$ cat config.mk
export PLATFORM = sky130hd
export DESIGN_NAME = lsu_stage
export DESIGN_NICKNAME = d
export VERILOG_FILES = /design/src/rtl/lsu_stage_pkg.sv /design/src/rtl/lsu_stage_align.sv /design/src/rtl/lsu_stage.sv
export SDC_FILE = /design/constraint.sdc
export NUM_CORES = 1
export LEC_CHECK = 0
export BUFFER_PORTS_ARGS = -buffer_cell sky130_fd_sc_hd__buf_4
export CAP_MARGIN = 40
export CORE_UTILIZATION = 49
export CTS_CLUSTER_SIZE = 8
export DETAILED_ROUTE_END_ITERATION = 7
export PLACE_DENSITY = 0.77
export REMOVE_ABC_BUFFERS = 1
export SLEW_MARGIN = 20
export SYNTH_ARGS = -nofsm -noshare
export SYNTH_HDL_FRONTEND = slang
export SYNTH_HIERARCHICAL = 1
export SYNTH_SLANG_ARGS = --single-unit
$ cat constraint.sdc
create_clock -name clk -period 2.76 [get_ports clk]
set_clock_uncertainty 0.2 [all_clocks]
set_input_delay 0.69 -clock clk [delete_from_list [all_inputs] [get_ports clk]]
set_output_delay 0.69 -clock clk [all_outputs]
set_load 0.05 [all_outputs]
$ cat src/rtl/lsu_stage_pkg.sv
// Shared definitions for the load/store stage: access-width codes, FSM state
// encoding and small helpers for decoding funct3.
package lsu_stage_pkg;

   localparam int XLEN = 32;

   localparam logic [2:0] LS_B  = 3'b000;
   localparam logic [2:0] LS_H  = 3'b001;
   localparam logic [2:0] LS_W  = 3'b010;
   localparam logic [2:0] LS_BU = 3'b100;
   localparam logic [2:0] LS_HU = 3'b101;

   typedef enum logic [1:0] {
      ST_IDLE = 2'd0,
      ST_REQ  = 2'd1,
      ST_WAIT = 2'd2,
      ST_DONE = 2'd3
   } lsu_state_e;

   typedef enum logic [1:0] {
      SZ_B = 2'd0,
      SZ_H = 2'd1,
      SZ_W = 2'd2
   } ls_size_e;

   // Unlisted codes (011/110/111) fall through to a full-word access.
   function automatic ls_size_e ls_size(input logic [2:0] f3);
      ls_size = SZ_W;
      case (f3)
         LS_B, LS_BU: ls_size = SZ_B;
         LS_H, LS_HU: ls_size = SZ_H;
         default:     ls_size = SZ_W;
      endcase
   endfunction

   function automatic logic ls_is_unsigned(input logic [2:0] f3);
      ls_is_unsigned = (f3 == LS_BU) || (f3 == LS_HU);
   endfunction

   function automatic logic ls_misaligned(input logic [2:0] f3, input logic [1:0] lo);
      ls_misaligned = 1'b0;
      case (ls_size(f3))
         SZ_B:    ls_misaligned = 1'b0;
         SZ_H:    ls_misaligned = lo[0];
         default: ls_misaligned = |lo;
      endcase
   endfunction

endpackage

$ cat src/rtl/lsu_stage_align.sv
// Byte-lane steering for the LSU: store mask/data replication and load
// lane selection with sign or zero extension. Purely combinational.
module lsu_align
   import lsu_stage_pkg::*;
(
   input  logic [1:0]      addr_lo_i,
   input  logic [2:0]      funct3_i,
   input  logic [XLEN-1:0] wdata_i,
   input  logic [XLEN-1:0] rdata_i,
   output logic [3:0]      wmask_o,
   output logic [XLEN-1:0] wdata_o,
   output logic [XLEN-1:0] rdata_o
);

   logic [XLEN-1:0] shifted;
   logic [7:0]      byte_v;
   logic [15:0]     half_v;
   logic            uns;

   always_comb begin
      wmask_o = '0;
      wdata_o = '0;
      rdata_o = '0;
      // Bring the addressed lane down to bit 0 before extending.
      shifted = rdata_i >> {addr_lo_i, 3'b000};
      byte_v  = shifted[7:0];
      half_v  = shifted[15:0];
      uns     = ls_is_unsigned(funct3_i);
      case (ls_size(funct3_i))
         SZ_B: begin
            wmask_o = 4'b0001 << addr_lo_i;
            wdata_o = {4{wdata_i[7:0]}};
            rdata_o = uns ? {{(XLEN-8){1'b0}}, byte_v}
                          : {{(XLEN-8){byte_v[7]}}, byte_v};
         end
         SZ_H: begin
            wmask_o = 4'b0011 << addr_lo_i;
            wdata_o = {2{wdata_i[15:0]}};
            rdata_o = uns ? {{(XLEN-16){1'b0}}, half_v}
                          : {{(XLEN-16){half_v[15]}}, half_v};
         end
         default: begin
            wmask_o = 4'b1111;
            wdata_o = wdata_i;
            rdata_o = rdata_i;
         end
      endcase
   end

endmodule

$ cat src/rtl/lsu_stage.sv
// Load/store stage: accepts one memory op, issues a single word-aligned
// request, aligns/extends the reply and hands the result to writeback.
module lsu_stage #(
   parameter int          XLEN        = 32,
   parameter int unsigned MEM_TIMEOUT = 255
) (
   input  logic            clk,
   input  logic            rst_n,
   input  logic            in_valid,
   output logic            in_ready,
   input  logic [XLEN-1:0] in_addr,
   input  logic [XLEN-1:0] in_wdata,
   input  logic [2:0]      in_funct3,
   input  logic            in_mem_read,
   input  logic            in_mem_write,
   output logic            out_valid,
   input  logic            out_ready,
   output logic [XLEN-1:0] out_load_data,
   output logic            out_fault,
   output logic            mem_req_valid,
   input  logic            mem_req_ready,
   output logic            mem_req_wen,
   output logic [XLEN-1:0] mem_req_addr,
   output logic [XLEN-1:0] mem_req_wdata,
   output logic [3:0]      mem_req_wmask,
   input  logic            mem_resp_valid,
   input  logic [XLEN-1:0] mem_resp_rdata
);

   import lsu_stage_pkg::*;

   lsu_state_e      state_q, state_d;
   logic [XLEN-1:0] addr_q, addr_d;
   logic [XLEN-1:0] wdata_q, wdata_d;
   logic [2:0]      funct3_q, funct3_d;
   logic            load_q, load_d;
   logic            store_q, store_d;
   logic [XLEN-1:0] load_data_q, load_data_d;
   logic            fault_q, fault_d;
   logic [31:0]     cnt_q, cnt_d;

   logic [3:0]      al_wmask;
   logic [XLEN-1:0] al_wdata;
   logic [XLEN-1:0] al_rdata;

   lsu_align u_align (
      .addr_lo_i (addr_q[1:0]),
      .funct3_i  (funct3_q),
      .wdata_i   (wdata_q),
      .rdata_i   (mem_resp_rdata),
      .wmask_o   (al_wmask),
      .wdata_o   (al_wdata),
      .rdata_o   (al_rdata)
   );

   always_ff @(posedge clk) begin
      if (!rst_n) begin
         state_q     <= ST_IDLE;
         addr_q      <= '0;
         wdata_q     <= '0;
         funct3_q    <= '0;
         load_q      <= 1'b0;
         store_q     <= 1'b0;
         load_data_q <= '0;
         fault_q     <= 1'b0;
         cnt_q       <= '0;
      end else begin
         state_q     <= state_d;
         addr_q      <= addr_d;
         wdata_q     <= wdata_d;
         funct3_q    <= funct3_d;
         load_q      <= load_d;
         store_q     <= store_d;
         load_data_q <= load_data_d;
         fault_q     <= fault_d;
         cnt_q       <= cnt_d;
      end
   end

   always_comb begin
      state_d     = state_q;
      addr_d      = addr_q;
      wdata_d     = wdata_q;
      funct3_d    = funct3_q;
      load_d      = load_q;
      store_d     = store_q;
      load_data_d = load_data_q;
      fault_d     = fault_q;
      cnt_d       = cnt_q;
      case (state_q)
         ST_IDLE: begin
            if (in_valid) begin
               addr_d      = in_addr;
               wdata_d     = in_wdata;
               funct3_d    = in_funct3;
               load_d      = in_mem_read;
               // A simultaneous read/write request is handled as a load.
               store_d     = in_mem_write & ~in_mem_read;
               load_data_d = '0;
               fault_d     = 1'b0;
               cnt_d       = '0;
               if (!(in_mem_read || in_mem_write)) begin
                  state_d = ST_DONE;
               end else if (ls_misaligned(in_funct3, in_addr[1:0])) begin
                  fault_d = 1'b1;
                  state_d = ST_DONE;
               end else begin
                  state_d = ST_REQ;
               end
            end
         end
         ST_REQ: begin
            if (mem_req_ready) state_d = ST_WAIT;
         end
         ST_WAIT: begin
            cnt_d = cnt_q + 32'd1;
            if (mem_resp_valid) begin
               load_data_d = load_q ? al_rdata : '0;
               state_d     = ST_DONE;
            end else if ((MEM_TIMEOUT != 0) && (cnt_d == MEM_TIMEOUT)) begin
               load_data_d = '0;
               fault_d     = 1'b1;
               state_d     = ST_DONE;
            end
         end
         ST_DONE: begin
            if (out_ready) begin
               state_d = ST_IDLE;
               cnt_d   = '0;
            end
         end
         default: state_d = ST_IDLE;
      endcase
   end

   assign in_ready      = (state_q == ST_IDLE);
   assign out_valid     = (state_q == ST_DONE);
   assign out_load_data = load_data_q;
   assign out_fault     = fault_q;

   assign mem_req_valid = (state_q == ST_REQ);
   assign mem_req_wen   = store_q;
   assign mem_req_addr  = {addr_q[XLEN-1:2], 2'b00};
   assign mem_req_wdata = store_q ? al_wdata : '0;
   assign mem_req_wmask = store_q ? al_wmask : 4'b0000;

endmodule

# After elaboration in Yosys (flattened, before gate mapping)
# Cells that the tools add are included.
[word_totals]
register_bits = 136
out_inout_bits = 105
wordCells = 89
[classes]
n_addsub = 1
eq_ne = 18
n_shift = 3
muxes = 37
bitwise_logic = 2
reduce_logical = 19
[ops]
columns = ["operator", "count"]
rows = [
  ["32-bit two-way mux", 8],
  ["32-bit one-hot mux with 2 select lines", 3],
  ["32-bit one-hot mux with 3 select lines", 1],
  ["32-bit by 1-bit adder with 32-bit output, second input constant", 1],
  ["32-bit by 8-bit == test with 1-bit output, second input constant", 1],
  ["32-bit by 5-bit >> shifter with 16-bit output", 1],
  ["2-bit two-way mux", 10],
  ["3-bit == test, second input constant", 4],
  ["2-bit OR reduction", 5],
  ["1-bit two-way mux", 8],
  ["2-bit one-hot mux with 2 select lines", 2],
  ["2-bit one-hot mux with 4 select lines", 1],
  ["4-bit one-hot mux with 2 select lines", 1],
  ["4-bit AND reduction", 2],
  ["2-bit by 1-bit == test with 1-bit output, second input constant", 3],
  ["3-bit by 1-bit == test with 1-bit output, second input constant", 2],
  ["2-bit logical NOT", 3],
  ["3-bit logical NOT", 2],
  ["2-bit != test, second input constant", 3],
  ["3-bit AND reduction", 2],
  ["2-bit == test, second input constant", 2],
  ["4-bit two-way mux", 1],
  ["2-bit by 1-bit != test with 1-bit output, second input constant", 2],
  ["1-bit one-hot mux with 2 select lines", 2],
  ["other kinds (9)", 10],
]

# Logic depth before layout (Yosys ltp)
# Gate-level depths: netlist of run 1.
[depth]
ltp_word = 15
depth_mapped = 11

# Modules after synthesis
# The synthesis of run 1 kept the hierarchy.
[modules_own_cells]
columns = ["mod", "n_inst", "cells_each", "area_per_inst_um2"]
rows = [
  ["lsu_stage", 1, 912, 7245.7],
  ["lsu_align", 1, 192, 1257.5],
]

# Least setup slack after synthesis of run 1
# No wires, ideal clock.
[synth_path]
path_type = "register -> register"
startpoint = "register cnt_q[2]"
endpoint = "register load_data_q[10], in the netlist out_load_data[10]"
setup_ns = 0.121
t_arrival_ns = 2.324
path_slack_ns = 0.115
path_stages_with_launch = 11
n_path_buf = 3
synth_period_minus_slack_ns = 2.645
cell_sequence = "dfxtp_1 buf_2 nand4_4 or4_4 buf_6 xnor2_1 a2111oi_0 and4_2 a21o_4 buf_12 o21ai_2"
[synth_via]
elab_chain_cells = 4
[synth_lines]
columns = ["item", "line", "source"]
rows = [
  ["start: declaration", "lsu_stage.sv:40", "logic [31:0] cnt_q, cnt_d;"],
  ["start signal: assignment", "lsu_stage.sv:76", "cnt_q <= cnt_d;"],
  ["32-bit by 1-bit adder with 32-bit output", "lsu_stage.sv:116", "cnt_d = cnt_q + 32'd1;"],
  ["32-bit by 8-bit == test with 1-bit output", "lsu_stage.sv:120", "end else if ((MEM_TIMEOUT != 0) && (cnt_d == MEM_TIMEOUT)) begin"],
  ["3-bit != test (no source line)", "--", ""],
  ["3-bit AND reduction (no source line)", "--", ""],
  ["end signal: assignment", "lsu_stage.sv:74", "load_data_q <= load_data_d;"],
  ["end: declaration", "lsu_stage.sv:38", "logic [XLEN-1:0] load_data_q, load_data_d;"],
]
# No other way between the ends.
# A chain may end at the register's enable or synchronous reset.

# Worst setup path after layout of run 1
[layout_path]
startpoint = "register funct3_q[1]"
endpoint = "output port mem_req_wdata[21]"
[layout_via]
elab_chain_cells = 6
elab_cells_between_ends = 11
[layout_lines]
columns = ["item", "line", "source"]
rows = [
  ["start: declaration", "lsu_stage.sv:35", "logic [2:0] funct3_q, funct3_d;"],
  ["start signal: assignment", "lsu_stage.sv:71", "funct3_q <= funct3_d;"],
  ["3-bit by 1-bit == test with 1-bit output, or another cell as far along", "lsu_stage_pkg.sv:29", "case (f3)"],
  ["2-bit OR reduction", "lsu_stage_pkg.sv:29", ""],
  ["2-bit one-hot mux with 2 select lines *", "lsu_stage_pkg.sv:29", ""],
  ["2-bit by 1-bit == test with 1-bit output or 2-bit logical NOT (tied branches)", "lsu_stage_align.sv:29", "case (ls_size(funct3_i))"],
  ["32-bit one-hot mux with 2 select lines *", "lsu_stage_align.sv:29", ""],
  ["net al_wdata[21]", "lsu_stage.sv:43", "logic [XLEN-1:0] al_wdata;"],
  ["32-bit two-way mux *", "lsu_stage.sv:144", "assign mem_req_wdata = store_q ? al_wdata : '0;"],
  ["end: declaration", "lsu_stage.sv:24", "output logic [XLEN-1:0] mem_req_wdata,"],
]
# Mark *: on every way through the listed nets, which the timed path passes. The rest lies on a longest branch.

==> out/results.ini, run 1 <==
[floorplanning]
io_pins=212
dieWidth_um=134
std_cell_rows=47
fp.dieH_um=134
dieArea_mm2=0.0179
design.core.area_mm2=0.0168
initial_core_util_pct=50.7

[worst_hold_path]
hold_start=wdata_q[17]$_SDFFE_PN0P_
hold_path_class=reg2reg
hold_depth=2
holdPathEnd=wdata_q[17]$_SDFFE_PN0P_

[logic_synthesis]
synthTopCellsByCount=265 x nand2_1, 136 x dfxtp_1, 74 x a21boi_0, 65 x clkbuf_1, 46 x buf_4
synth_top_area_share_pct=32.0
muxShareOfSynthArea_pct=5.40
postSynthCellCount=1104
ys_ff_latch=136
synthArstFlopShare_pct=0
synth-compound-area-share_pct=24.3
ys_top_cells_by_area=dfxtp_1 32%, nand2_1 12%, a21boi_0 6.5%, buf_4 4.1%, a32oi_1 3.3%
yosysWarningCount=6
synth-simple-area-share_pct=26.6
synth-edff-count=0
synth_top_family_by_area=simple AND/OR/NAND/NOR gates
yosysMostFrequentCell=nand2_1
synth_ff_type=dfxtp_1
synth_adder_area_share_pct=0.883
synth_area_mm2=0.00850
synth_xor_area_share_pct=0.927
syn_avg_cell_area_um2=7.70
yosysSeqAreaShare_pct=32.0
yosys.area.top_type=dfxtp_1
yosysUniqueCellTypes=72

[timing]
setup_tns_ps=0
fin_hold_ws_ps=260
clock.fmax_mhz=370
finalHoldViolations=0
setup-violations-final=0
final-max-slew-violation-count=0
fin_crit_ps=2700
worst_pin_slew_ps=540
min_period_over_period_pct=97.9
relSlewSlack_pct=63.5

[clock_tree]
cts_buffer_depth=2
cts_buffers=17
clk_root_buffer_cell=clkbuf_16
worstSkewPairLatency_ps=420
cts_tree=done
cts_hold_buf=0
cts_num_sinks=136
htreeDepth=4
clk_pin_slew_ps=60

[global_route]
gr-total-overflow=0
antenna_found_initial=0
grt_max_degree=87
grt_pass1_wl_um=38800
grt_usage_pct=26.7
grt_pass1_vias=7917

[pwr]
total_power_w=0.00748
power.leakage_nw=4.40
ir_drop_v=0.000515
p_per_area_mw_per_mm2=684

[setup_path]
crit_type=reg2out
endpoint_kind=primary output
cp.required_ps=1870
r2r_slack_ps=90
crit_chain=buf_12 > mux2_2 > and2_1 > buf_4
critical_path_arrival_ps=1810
reg2reg_depth=8
cp_max_fo=64
cp_slowest_cell=mux2_2
crit_path_max_incr_delay_ps=380
r2r-start=cnt_q[14]$_SDFFE_PN0P_
r2r_end=out_load_data[0]$_SDFFE_PN0P_
cp-start-kind=flip-flop

[route]
vias=8407
wl_per_cell_um=16.1
drcViolationCount=0
wl_um=24200
viasPerCell=5.61
drtPass1Iterations=5
drt_iter0_markers=698
postRouteAntennaNets=0

[final_layout]
area_delta_synth_final_pct=28.7
n_antenna_cell=0
layout.nets=1379
drive_gt1_share_pct=31.7
stdcell_count=1499
register_area_mm2=0.00274
multiInputGateArea_mm2=0.00504
fin_area_mm2=0.0109
n_fill_cell=1443

[placement]
dp.cells=1467
placedInstanceArea_mm2=0.0103
port_buffers=209
finalWeightedCongestion=1.01
hpwl_um=16700

[run]
max_cap_viol_count=0

[status]
status=completed

worst max-delay path: cells and delay by family (launching register included):
family | cells | cell delay (ps)
buffers and inverters | 2 | 460
flip-flops | 1 | 370
multiplexers | 1 | 380
AND/OR/NAND/NOR | 1 | 170
cells in the final DEF (no fill, tap or decap), types with 16 or more instances in the layout:
master	n
o21ai_0	43
o21ai_2	30
nor2_1	20
dfxtp_1	126
nand4_1	16
a32oi_1	32
and2_1	40
clkbuf_16	17
nor2b_1	33
nand3_1	18
nor3_1	29
a21boi_0	74
mux2_2	23
mux2i_1	20
buf_4	267
a21oi_1	37
nand2_1	264
metal layers:
layer	share of wire [%]	vias up	wire length [um]	global-route usage, %
li1	-	4134	-	-
met1	42	3867	10100	33.2
met2	48	347	11500	43.3
met3	7.1	59	1720	6.24
met4	3.4	0	825	13.3
met5	0	-	0	0
flip-flops by register name, indices dropped and copies added (netlist names):
register / cells
wdata_q: 32
addr_q: 32
state_q: 2
out_load_data: 32
out_fault: 1
cnt_q: 32
mem_req_wen: 1
load_q: 1
funct3_q: 3
layout make-up:
type / count / share of cell area [%]
clock buffers: 18 / 3.92
clock inverters: 14 / 1.58
inverters: 15 / 0.515
multi-input cells: 817 / 46.0
flip-flops and latches: 136 / 25.0
well taps: 220 / 2.52
repair buffers: 279 / 20.4
kinds of logic (layout without fill, tap and decap cells):
logic type	Yosys count	count (layout)
AO/OA/AOI/OAI	284	284
XOR/XNOR	9	9
adder cells (fa/ha/maj)	6	6
buffers and inverters	152	326
flip-flops	136	136
multiplexers	43	43
other	1	2
AND/OR/NAND/NOR	473	473
stage by stage:
stage | worst slack (ps) | utilization (%)
after floorplan | -2450 | -
after global placement | -6.44 | 61.2
after detailed placement | -108 | 61.2
after CTS | 1.62 | 64.9
after global routing | -39.4 | 65.3
final | 57.2 | 65.3
worst max path at each step:
stage / depth (start not counted) / start / slack (ps) / to
6_report: 4 / funct3_q[1]$_SDFFE_PN0P_ / 60 / mem_req_wdata[21]
5_1_grt: 8 / cnt_q[14]$_SDFFE_PN0P_ / -40 / out_load_data[31]$_SDFFE_PN0P_
4_1_cts: 9 / cnt_q[0]$_SDFFE_PN0P_ / 2 / out_fault$_SDFFE_PN0P_
3_5_place_dp: 9 / cnt_q[1]$_SDFFE_PN0P_ / -110 / out_fault$_SDFFE_PN0P_
3_3_place_gp: 9 / cnt_q[1]$_SDFFE_PN0P_ / -6 / out_fault$_SDFFE_PN0P_
2_1_floorplan: 7 / state_q[0]$_SDFFE_PN0P_ / -2450 / out_load_data[10]$_SDFFE_PN0P_
repair_timing:
action / in CTS / in global routing
buffers inserted: 0 / 0
gates resized for setup: 4 / 23
setup endpoints to repair: 42 / 40
pin swaps: 0 / 3
power by group:
part / switching [W] / leakage, nW / internal [W]
Combinational: 0.00182 / 2.99 / 0.00100
Sequential: 0.000140 / 1.11 / 0.00216
Clock: 0.000929 / 0.291 / 0.00143
Total: 0.00289 / 4.40 / 0.00459
(Power assumes the default switching activity.)
==> run 2: changes to the inputs <==
--- a/config.mk
+++ b/config.mk
@@ -8,9 +8,11 @@
 export BUFFER_PORTS_ARGS = -buffer_cell sky130_fd_sc_hd__buf_4
 export CAP_MARGIN = 40
 export CORE_UTILIZATION = 49
+export CTS_CLUSTER_DIAMETER = 200
 export CTS_CLUSTER_SIZE = 8
 export DETAILED_ROUTE_END_ITERATION = 7
 export PLACE_DENSITY = 0.77
+export RECOVER_POWER = 25
 export REMOVE_ABC_BUFFERS = 1
 export SLEW_MARGIN = 20
 export SYNTH_ARGS = -nofsm -noshare
==> run 2 against run 1 <==
Against the previous run:
- first-iteration DRC count grew 4.0%
- critical path type is now reg2reg
- sequential share of layout area up 0.52 points
- non-clock buffer count is the same
- critical endpoint is now out_load_data[0]$_SDFFE_PN0P_
==> out/results.ini, run 2 (same netlist as run 1, synthesis figures left out) <==
[status]
status=completed

[placement]
hpwl_um=16700  ; unchanged
placedInstanceArea_mm2=0.0103  ; unchanged
finalWeightedCongestion=1.01  ; unchanged
port_buffers=209  ; unchanged

[clock_tree]
clk_root_buffer_cell=clkbuf_16
htreeDepth=4  ; unchanged
cts_num_sinks=136  ; unchanged
cts_buffers=17  ; unchanged
worstSkewPairLatency_ps=420  ; about the same
clk_pin_slew_ps=60  ; about the same
cts_hold_buf=0  ; unchanged
cts_buffer_depth=2  ; unchanged
cts_tree=done

[timing]
final-max-slew-violation-count=0  ; unchanged
setup_tns_ps=0  ; unchanged
clock.fmax_mhz=369  ; -0.36%
min_period_over_period_pct=98.3  ; +0.35 points
finalHoldViolations=0  ; unchanged
worst_pin_slew_ps=647  ; +107 ps
setup-violations-final=0  ; unchanged
relSlewSlack_pct=57.0  ; -6.5 points
fin_crit_ps=2710  ; +9.65 ps

[route]
wl_um=24200  ; about the same
drcViolationCount=0  ; unchanged
vias=8473  ; +0.79%
wl_per_cell_um=16.1  ; about the same
drt_iter0_markers=726  ; +4.0%
viasPerCell=5.65  ; +0.79%
drtPass1Iterations=5  ; unchanged
postRouteAntennaNets=0  ; unchanged

[setup_path]
reg2reg_depth=8  ; unchanged
critical_path_arrival_ps=2810  ; +1000 ps
cp-start-kind=flip-flop
cp.required_ps=2860  ; +990 ps
cp_max_fo=15  ; -77%
endpoint_kind=flip-flop
crit_type=reg2reg

[pwr]
pwr-share-comb_pct=37.2  ; -0.5 points
total_power_w=0.00741  ; -0.96%
ir_drop_v=0.000513  ; -0.35%
p_sw_share_pct=39.0  ; +0.38 points
power.leakage_nw=4.15  ; -5.6%
p_per_area_mw_per_mm2=691  ; +1.1%
internal_power_w=0.00452  ; -1.6%
clkPwrFrac_pct=31.8  ; +0.3 points
switchingPower_w=0.00289  ; about the same
p_seq_share_pct=31.0  ; +0.2 points

[final_layout]
fin_util_pct=64.0  ; -1.3 points
layout_commonest_cell=nand2_1
layout.nets=1379  ; unchanged
fin_area_mm2=0.0107  ; -2.0%
drive_gt1_share_pct=27.1  ; -4.6 points
most-common-layout-cells=264 x nand2_1, 208 x buf_4, 126 x dfxtp_1
area_delta_synth_final_pct=26.1
n_antenna_cell=0  ; unchanged
n_fill_cell=1508  ; +4.5%

[global_route]
grt_usage_pct=26.7  ; unchanged
grt_max_degree=87  ; unchanged
antenna_found_initial=0  ; unchanged
use_met1_pct=33.2  ; unchanged
grt.busiest_layer=met2
use_met3_pct=6.24  ; unchanged
grt_pass1_vias=7917  ; unchanged
gr-total-overflow=0  ; unchanged
grt_pass1_wl_um=38800  ; unchanged
grt_util_met2_pct=43.3  ; unchanged

[worst_hold_path]
hold_depth=2  ; unchanged
hold_path_class=reg2reg

[run]
max_cap_viol_count=0  ; unchanged

[floorplanning]
std_cell_rows=47  ; unchanged
dieWidth_um=134  ; unchanged
design.core.area_mm2=0.0168  ; unchanged
io_pins=212  ; unchanged
fp.dieH_um=134  ; unchanged
dieArea_mm2=0.0179  ; unchanged
initial_core_util_pct=50.7  ; unchanged

==> run 2: cell types whose count changed in the layout (fill, tap and decap cells not counted), sizes merged <==
cell	delta
clkbuf	+59
buf	-59
==> run 2: worst paths after layout <==
kind / startpoint / end / slack (ps)
worst max-delay path: cnt_q[14]$_SDFFE_PN0P_ / out_load_data[0]$_SDFFE_PN0P_ / 50
worst min-delay path: addr_q[12]$_SDFFE_PN0P_ / addr_q[12]$_SDFFE_PN0P_ / 260
worst max register to register: cnt_q[14]$_SDFFE_PN0P_ / out_load_data[0]$_SDFFE_PN0P_ / 50
worst min register to register: addr_q[12]$_SDFFE_PN0P_ / addr_q[12]$_SDFFE_PN0P_ / 260
==> run 2: metal layers <==
layer,routed length [um],share of wire [%]
met1,10100,42
met2,11500,48
met3,1700,7.0
met4,859,3.6
met5,0,0
==> run 2: timing repair <==
item,CTS,global route
resized for setup,4,23
pin swaps,0,3
setup endpoints to repair,42,40
setup buffers,0,0
gates cloned,0,0
==> run 2: power by group through the flow <==
| stage | Sequential [W] | Combinational [W] | Clock, W |
|---|---|---|---|
| after global placement | 0.00233 | 0.00276 | 0 |
| after floorplan | 0.00269 | 0.00133 | 0 |
| after detailed placement | 0.00234 | 0.00279 | 0 |
| final | 0.00230 | 0.00275 | 0.00236 |
| after CTS | 0.00230 | 0.00281 | 0.00239 |
| after global routing | 0.00233 | 0.00299 | 0.00247 |
==> run 2: stage by stage <==
stage,setup WS [ps],cells,hold slack (ps)
4_1_cts,1.62,1499,264
2_1_floorplan,-2450,968,240
6_report,47.5,1499,260
3_5_place_dp,-108,1467,256
5_1_grt,-39.4,1499,285
3_3_place_gp,-6.44,1467,248
==> run 2: layout make-up <==
cell class | count | area [um2] | area share [%]
clock buffer | 18 | 429 | 4.00
clock inverter | 14 | 173 | 1.61
inverter | 15 | 56.3 | 0.525
multi-input combinational | 817 | 5040 | 47.0
sequential | 136 | 2740 | 25.5
tap | 220 | 275 | 2.57
timing repair buffer | 279 | 2010 | 18.8
==> run 2: critical path, cell delays in order (launching register included) <==
cell,delay (ps)
dfxtp_1,500
nand4_1,320
nor4_2,440
nand4_1,170
a22oi_1,240
and4_4,290
a21o_4,160
buf_12,160
o21ai_0,100
==> run 3: changes to the inputs <==
--- a/config.mk
+++ b/config.mk
@@ -11,6 +11,7 @@
 export CTS_CLUSTER_DIAMETER = 200
 export CTS_CLUSTER_SIZE = 8
 export DETAILED_ROUTE_END_ITERATION = 7
+export MAX_ROUTING_LAYER = met4
 export PLACE_DENSITY = 0.77
 export RECOVER_POWER = 25
 export REMOVE_ABC_BUFFERS = 1
==> run 3 against run 2 <==
Against the previous run:
- sequential power about the same
- die area unchanged
- critical path depth unchanged
- routed wire length up 1.5%
- first-iteration DRC count up 7.9%
- clock power down 3%
- power down 0.88%
- final cell count up 0.33%
- count of clock-buffer cells in the layout unchanged
==> out/results.ini, run 3 (same netlist as run 1, synthesis figures left out) <==
[status]
status=completed

[setup_path]
cp_slowest_cell=or4_1
worst-path-buf-inv=1  ; unchanged
crit_type=reg2reg
crit_chain=nand4_1 > or4_1 > o21a_1 > a211oi_2 > and4_4 > a21o_4 > buf_12 > o21ai_0
critical_path_arrival_ps=2810  ; about the same
crit_family=simple AND/OR/NAND/NOR gates
cp_max_fo=15  ; unchanged
cp.required_ps=2860  ; about the same
endpoint_kind=flip-flop
path_depth=8  ; unchanged
reg2reg_depth=8  ; unchanged
crit_path_max_incr_delay_ps=630  ; +130 ps
cp-start-kind=flip-flop

[floorplanning]
design.core.area_mm2=0.0168  ; unchanged
dieArea_mm2=0.0179  ; unchanged
dieWidth_um=134  ; unchanged
initial_core_util_pct=50.7  ; unchanged
io_pins=212  ; unchanged
std_cell_rows=47  ; unchanged
fp.dieH_um=134  ; unchanged

[timing]
clock.fmax_mhz=370  ; +0.24%
setup_tns_ps=0  ; unchanged
setup-violations-final=0  ; unchanged
fin_crit_ps=2710  ; -6.39 ps
relSlewSlack_pct=55.0  ; -2.1 points
worst_pin_slew_ps=678  ; +30.9 ps
finalHoldViolations=0  ; unchanged
final-max-slew-violation-count=0  ; unchanged
min_period_over_period_pct=98.0  ; -0.23 points

[final_layout]
stdcell_count=1504  ; +0.33%
layout_commonest_cell=nand2_1
n_antenna_cell=0  ; unchanged
most-common-layout-cells=264 x nand2_1, 213 x buf_4, 132 x dfxtp_1
layout.nets=1384  ; +0.36%
drive_gt1_share_pct=26.7  ; -0.34 points
area_delta_synth_final_pct=26.2  ; about the same
n_fill_cell=1492  ; -1.1%

[route]
wl_um=24600  ; +1.5%
postRouteAntennaNets=0  ; unchanged
drcViolationCount=0  ; unchanged
vias=8499  ; +0.31%
wl_per_cell_um=16.3  ; +1.2%
drt_iter0_markers=783  ; +7.9%
drtPass1Iterations=5  ; unchanged
viasPerCell=5.65  ; about the same

[global_route]
grt_pass1_wl_um=38600  ; -0.53%
antenna_found_initial=0  ; unchanged
grt_max_degree=88  ; +1.1%
grt_usage_pct=27.6  ; +0.85 points
gr-total-overflow=0  ; unchanged
grt_pass1_vias=7873  ; -0.56%

[clock_tree]
cts_tree=done
clk_root_buffer_cell=clkbuf_16
clk_pin_slew_ps=60  ; about the same
worstSkewPairLatency_ps=420  ; about the same
cts_num_sinks=136  ; unchanged
cts_buffers=17  ; unchanged
htreeDepth=4  ; unchanged
cts_buffer_depth=2  ; unchanged

[pwr]
p_per_area_mw_per_mm2=685  ; -0.93%
ir_drop_v=0.000486  ; -5.3%
power.leakage_nw=4.15  ; about the same

[placement]
hpwl_um=16700  ; -0.22%
dp.cells=1468  ; +0.068%
port_buffers=209  ; unchanged
finalWeightedCongestion=1.01  ; +0.73%

[worst_hold_path]
hold_depth=2  ; unchanged
hold_path_class=reg2reg

[run]
max_cap_viol_count=0  ; unchanged

==> run 3: cell type report <==
class	instances	area (um2)	share of cell area (%)
repair buffers	284	2060	19.2
flip-flops and latches	136	2730	25.4
well taps	220	275	2.57
multi-input cells	817	5030	46.9
clock inverters	14	150	1.40
clock buffers	18	429	4.00
inverters	15	56.3	0.525
==> run 3: power breakdown <==
group          switching (W)  leakage [nW]  total (W)  internal [W]
clock network       0.000941         0.271    0.00228       0.00134
logic                0.00184          2.77    0.00277      0.000928
registers           0.000140          1.11    0.00230       0.00216
total                0.00292          4.15    0.00735       0.00443
==> run 3: path summary, 6_finish.rpt <==
path / startpoint / end / slack [ps]
worst max register to register: cnt_q[12]$_SDFFE_PN0P_ / out_load_data[0]$_SDFFE_PN0P_ / 50
worst min-delay path: addr_q[3]$_SDFFE_PN0P_ / addr_q[3]$_SDFFE_PN0P_ / 260
worst min register to register: addr_q[3]$_SDFFE_PN0P_ / addr_q[3]$_SDFFE_PN0P_ / 260
worst max-delay path: cnt_q[12]$_SDFFE_PN0P_ / out_load_data[0]$_SDFFE_PN0P_ / 50
==> run 3: worst reg2reg max path, stage by stage, from the launching register on <==
cell	delay, ps
dfxtp_1	410
nand4_1	220
or4_1	630
o21a_1	210
a211oi_2	220
and4_4	270
a21o_4	150
buf_12	160
o21ai_0	120
==> run 3: per-stage QoR <==
step                      area [um2]  hold WS (ps)  setup WS [ps]  util [%]  total power [W]
final                          10700           259           53.9      64.0          0.00735
after floorplan                 7730           240          -2450         -          0.00402
after global routing           10700           283          -12.9      64.0          0.00772
after detailed placement       10200           256           43.4      61.2          0.00513
after global placement         10200           247           86.7      61.2          0.00509
after CTS                      10800           264           22.9      64.6          0.00740
==> run 3: metal layers <==
layer  part of all wire (%)  track usage (%)  routed length [um]  vias to the layer above
met3                    6.2             4.68                1510                       61
met2                     48             44.2               11800                      368
met5                      0                -                   0                        -
met4                    3.2             13.4                 777                        0
met1                     42             33.5               10400                     3923
li1                       -                -                   -                     4147
==> run 3: repair_timing <==
item,4_1_cts,5_1_grt
setup endpoints to repair,8,44
pin swaps,0,4
hold buffers,0,0
gates cloned,0,1
buffers inserted,0,3
gates resized for setup,1,18
